[config.mk]
export PLATFORM = sky130hd
export DESIGN_NAME = fft_output_reorder
export DESIGN_NICKNAME = d
export VERILOG_FILES = /design/src/rtl/fft_output_reorder.sv
export SDC_FILE = /design/constraint.sdc
export NUM_CORES = 1
export LEC_CHECK = 0
export ABC_CLOCK_PERIOD_IN_PS = 10600
export CAP_MARGIN = 5
export CELL_PAD_IN_SITES_DETAIL_PLACEMENT = 1
export CELL_PAD_IN_SITES_GLOBAL_PLACEMENT = 1
export CORE_ASPECT_RATIO = 1.4
export CORE_MARGIN = 2
export CORE_UTILIZATION = 59
export DETAILED_ROUTE_END_ITERATION = 6
export PLACE_DENSITY = 0.83
export SLEW_MARGIN = 15
export SYNTH_ARGS = -nofsm -noshare
export SYNTH_HDL_FRONTEND = slang
export SYNTH_SLANG_ARGS = --single-unit
[constraint.sdc]
create_clock -name clk -period 10.6 [get_ports clk]
set_input_delay 2.65 -clock clk [delete_from_list [all_inputs] [get_ports clk]]
set_output_delay 2.65 -clock clk [all_outputs]
set_load 0.02 [all_outputs]
[src/rtl/fft_output_reorder.sv]
`default_nettype none
// ============================================================================
//  Module   : fft_output_reorder
//  Purpose  : Turns the two-path, bit-reversed output of a 32-point MDC FFT
//             into a single natural-order serial stream. Two ping-pong banks
//             of 32 complex entries decouple the write and read sides.
//  Revision : 1.0 - initial release
// ============================================================================
module fft_output_reorder #(
    parameter int WIDTH = 9
) (
    input  logic                    clk,
    input  logic                    rst_n,
    // dual-path input, bit-reversed frame order
    input  logic                    in_valid,
    output logic                    in_ready,
    input  logic signed [WIDTH-1:0] in_up_re,
    input  logic signed [WIDTH-1:0] in_up_im,
    input  logic signed [WIDTH-1:0] in_lo_re,
    input  logic signed [WIDTH-1:0] in_lo_im,
    // serial output, natural bin order
    output logic                    out_valid,
    input  logic                    out_ready,
    output logic signed [WIDTH-1:0] out_re,
    output logic signed [WIDTH-1:0] out_im,
    output logic [4:0]              out_idx,
    output logic                    out_last
);

    localparam int         c_NUM_BANKS = 2;
    localparam logic [3:0] c_LAST_BEAT = 4'd15;
    localparam logic [4:0] c_LAST_BIN  = 5'd31;

    // ------------------------------------------------------------------
    // Registered state
    // ------------------------------------------------------------------
    logic [3:0]             r_wr_cnt;
    logic                   r_wr_bank;
    logic [4:0]             r_rd_cnt;
    logic                   r_rd_bank;
    logic [c_NUM_BANKS-1:0] r_full;

    // Storage word packs {re, im}; address is {bank, bin}
    logic [2*WIDTH-1:0]     r_mem [0:63];

    // ------------------------------------------------------------------
    // Combinational helpers
    // ------------------------------------------------------------------
    logic                   w_in_fire;
    logic                   w_out_fire;
    logic                   w_wr_last;
    logic                   w_rd_last;
    logic [4:0]             w_up_addr;
    logic [4:0]             w_lo_addr;
    logic [2*WIDTH-1:0]     w_rd_word;

    // Handshakes depend only on registered full flags, so in_ready never
    // reacts combinationally to out_ready.
    assign in_ready   = ~r_full[r_wr_bank];
    assign out_valid  = r_full[r_rd_bank];
    assign w_in_fire  = in_valid  & in_ready;
    assign w_out_fire = out_valid & out_ready;
    assign w_wr_last  = (r_wr_cnt == c_LAST_BEAT);
    assign w_rd_last  = (r_rd_cnt == c_LAST_BIN);

    // Beat k carries bin bitrev5(k) on the upper path; bitrev5 of a 4-bit
    // count always has a zero LSB, so the lower path lands on the odd bin.
    assign w_up_addr = {r_wr_cnt[0], r_wr_cnt[1], r_wr_cnt[2], r_wr_cnt[3], 1'b0};
    assign w_lo_addr = {r_wr_cnt[0], r_wr_cnt[1], r_wr_cnt[2], r_wr_cnt[3], 1'b1};

    assign w_rd_word = r_mem[{r_rd_bank, r_rd_cnt}];

    // Outputs are forced to zero whenever no sample is being offered.
    always_comb begin
        out_re   = '0;
        out_im   = '0;
        out_idx  = '0;
        out_last = 1'b0;
        if (out_valid) begin
            out_re   = w_rd_word[2*WIDTH-1:WIDTH];
            out_im   = w_rd_word[WIDTH-1:0];
            out_idx  = r_rd_cnt;
            out_last = w_rd_last;
        end
    end

    // Bank storage: both paths of an accepted beat are written in one edge.
    always_ff @(posedge clk) begin
        if (w_in_fire) begin
            r_mem[{r_wr_bank, w_up_addr}] <= {in_up_re, in_up_im};
            r_mem[{r_wr_bank, w_lo_addr}] <= {in_lo_re, in_lo_im};
        end
    end

    // Write side: beat counter and bank pointer, advancing per accepted beat.
    always_ff @(posedge clk or negedge rst_n) begin
        if (!rst_n) begin
            r_wr_cnt  <= '0;
            r_wr_bank <= 1'b0;
        end else if (w_in_fire) begin
            r_wr_cnt <= r_wr_cnt + 4'd1;
            if (w_wr_last) begin
                r_wr_bank <= ~r_wr_bank;
            end
        end
    end

    // Read side: bin counter and bank pointer, advancing per accepted sample.
    always_ff @(posedge clk or negedge rst_n) begin
        if (!rst_n) begin
            r_rd_cnt  <= '0;
            r_rd_bank <= 1'b0;
        end else if (w_out_fire) begin
            r_rd_cnt <= r_rd_cnt + 5'd1;
            if (w_rd_last) begin
                r_rd_bank <= ~r_rd_bank;
            end
        end
    end

    // Per-bank full flag. Set and clear can never target the same bank in
    // one edge (writing needs it empty, reading needs it full), so a write
    // finishing into one bank and a read releasing the other both take effect.
    generate
        for (genvar b = 0; b < c_NUM_BANKS; b++) begin : g_bank_full
            logic w_set;
            logic w_clr;

            assign w_set = w_in_fire  & w_wr_last & (r_wr_bank == 1'(b));
            assign w_clr = w_out_fire & w_rd_last & (r_rd_bank == 1'(b));

            // Full flag for bank b
            always_ff @(posedge clk or negedge rst_n) begin
                if (!rst_n) begin
                    r_full[b] <= 1'b0;
                end else if (w_set) begin
                    r_full[b] <= 1'b1;
                end else if (w_clr) begin
                    r_full[b] <= 1'b0;
                end
            end
        end
    endgenerate

endmodule
`default_nettype wire

==> results.toml <==
[synth]
synth-seq-cells = 1165
synth.yosys.seq_area_share_pct = 77.73
synth_cell_type_count = 45
syn-num-nets = 2214
ys_warn_count = 0
syn_avg_cell_area_sq_um = 20.69
synth-main-ff-cell = "edfxtp_1"
async_reset_ff_share_pct = 1.116
syn_area_sq_mm = 0.04492
synth_enable_flop_cells = 1152
syn_inst = 2171

[finish]
antennaDiodeCount = 0
drive_gt1_share_pct = 18.57
layout_common_cells = "edfxtp_1, mux2i_1, mux4_2"
mostFrequentLayoutCell = "edfxtp_1"
area.growth.synth_to_final_pct = 11.48
fill_cells = 5962
fin_area_sq_mm = 0.05008
nets = 2310

[placement]
io_buffers = 65
hpwl_microns = 66720
globalplace.congestion = 0.7760
placed_area_sq_mm = 0.04679
dp_slack_ns = 3.026

[critical_path]
cp_cell_sequence = "buf_4 > buf_4 > mux4_2 > nor2_1 > a21oi_1 > a31oi_1 > o32ai_1 > clkdlybuf4s50_1"
cp_top_family = "buffers and inverters"
slowest_stage = "dfrtp_4"
max_stage_delay_ns = 1.01
cp_max_fo = 52
critical_path_class = "reg2out"
worst_setup_path_end_kind = "primary output"
path_buf_inv = 3
cp.arrival_ns = 5.88
cp_common_cell = "buf_4"
cp.required_ns = 7.95
startpoint_type = "flip-flop"

[clock_tree]
clock_path_buffers = 3
htreeDepth = 3
cts_hold_buf = 0
clk_pin_slew_worst_paths_ns = 0.07
cts_root_buf = "clkbuf_16"
cts_buffers = 104
cts_resized = 0
cts_tree = "yes"
cts_setup_buffers = 0
clk_latency_ns = 0.70
clock-sinks = 1165

[drt]
viasPerCell = 7.084
first_iter_violations = 2819
wirelength_microns = 128900
drc = 0
wl_per_cell_microns = 38.82
antenna_left = 0
vias = 23530
first_pass_iters = 5

[floorplan]
die-area_sq_mm = 0.07839
die_x_microns = 237.2
core_sq_mm = 0.07534
pin_count = 66
std_cell_rows = 119
die_y_microns = 330.5
initial_core_util_pct = 59.63

[timing]
hold_viol = 0
setup_viol = 0
finalCriticalPeriod_ns = 8.529
min_period_over_period_pct = 80.46
worst_slew_pin_slew_ns = 1.209
timing.hold.ws_ns = 0.6061
relSlewSlack_pct = 19.25
maxSlewViolCount = 0
setup_tns_ns = 0
rsz0062_at_grt = "false"
fin_ws_ns = 2.071
fmax_ghz = 0.1172
finClkSkew_ns = 0.03818

[grt]
grt_usage_pct = 33.63
grt_max_degree = 134
overflow = 0
grt_pass1_vias = 25480
grt_pass1_wl_microns = 184200
antenna_found_initial = 12

[pwr]
power.density_mw_per_mm2 = 252.3
power_switching_mw = 3.891
seqPwrFrac_pct = 43.8
p_sw_share_pct = 30.79
power_frac_comb_pct = 26.1
clockPowerShare_pct = 30.1
leakage_nw = 16.14
ir_drop_mv = 0.2414
p_int_mw = 8.746

[status]
status = "finished, final reports clean"

[job]
maxCapViolations = 0

[min_path]
hold_class = "reg2reg"
stage by stage:
stage                     total power, mW  std cells  utilization, %
final                               12.64       3321           66.47
after global routing                12.97       3321           66.47
after CTS                           12.66       3321           66.56
after detailed placement            8.840       3129           62.10
after global placement              8.685       3129           62.10
after floorplan                     7.760       2171               -
state kept, by name (all words and copies together) (netlist names):
name	cells
r_mem	1152
r_wr_bank	1
r_rd_cnt	5
r_full	2
r_wr_cnt	4
r_rd_bank	1
area by class of cell:
cell class,instances,area (sq um),area share (%)
Sequential cell,1165,34930,69.76
Multi-Input combinational cell,871,9514,19.00
Clock buffer,140,2839,5.669
Tap cell,968,1211,2.419
Timing Repair Buffer,122,1046,2.089
Clock inverter,52,520.5,1.039
Inverter,3,12.51,0.02499
power by group through the flow:
| stage | sequential [mW] | combinational [mW] | clock, mW |
|---|---|---|---|
| global placement | 5.59 | 3.10 | 0 |
| global route | 5.54 | 3.46 | 3.96 |
| floorplan | 5.46 | 2.30 | 0 |
| detailed placement | 5.62 | 3.22 | 0 |
| finish | 5.53 | 3.30 | 3.80 |
| CTS | 5.53 | 3.31 | 3.82 |
worst register-to-register path: cells and delay by family (launching register included):
| kind | cells | cell delay (ns) |
|---|---|---|
| flip-flops | 1 | 0.66 |
| AND/OR/NAND/NOR | 3 | 2.13 |
| buffers and inverters | 1 | 0.60 |
| multiplexers | 1 | 0.76 |
cells in the mapped netlist (4+ instances only):
cell type | count | area (sq um)
dfrtp_1 | 13 | 325.3
and2_1 | 7 | 43.79
buf_6 | 22 | 247.7
nand3_1 | 5 | 25.02
buf_4 | 18 | 135.1
a22o_1 | 17 | 148.9
mux4_2 | 162 | 3649
nand3b_1 | 6 | 45.04
nand2_1 | 32 | 120.1
nor2_1 | 39 | 146.4
a211oi_2 | 9 | 112.6
o22ai_1 | 36 | 225.2
a21oi_1 | 70 | 350.3
a211oi_1 | 27 | 202.7
a221oi_1 | 36 | 315.3
edfxtp_1 | 1152 | 34590
mux2i_1 | 289 | 2893
o221ai_1 | 35 | 306.5
clkbuf_1 | 63 | 236.5
xnor2_1 | 7 | 61.31
o21ai_0 | 53 | 265.3
buf_1 | 4 | 15.01
buf_2 | 23 | 115.1
a22oi_1 | 18 | 135.1
path summary, 6_finish.rpt:
kind	startpoint	to	slack, ns	cells past startpoint
worst max-delay path	r_rd_cnt[1]	out_im[7]	2.07	8
worst min-delay path	r_rd_bank	r_rd_bank	0.61	1
worst max register to register	r_wr_bank	r_mem[31][1]	6.04	5
worst min register to register	r_rd_bank	r_rd_bank	0.61	1
max in group asynchronous	rst_n	r_rd_cnt[1]	7.61	1
min in group asynchronous	rst_n	r_rd_cnt[0]	2.40	1
per-layer routing:
metal	routed length [microns]	global-route usage, %	up-vias
met1	45050	42.06	12310
met5	115	0	-
met2	64700	55.94	1545
met3	12210	7.567	395
met4	6848	17.15	18
li1	-	-	9257
cells by family after synthesis:
family	share of synthesized area, %
DFF	77.73
xor gates and xnor gates	0.1560
buffers and inverters	1.721
and+or+nand+nor	1.011
adders and majority gates	0.08357
muxes	14.59
AOI/OAI and AO/OA	4.710
Power figures use the tool's default switching activity.
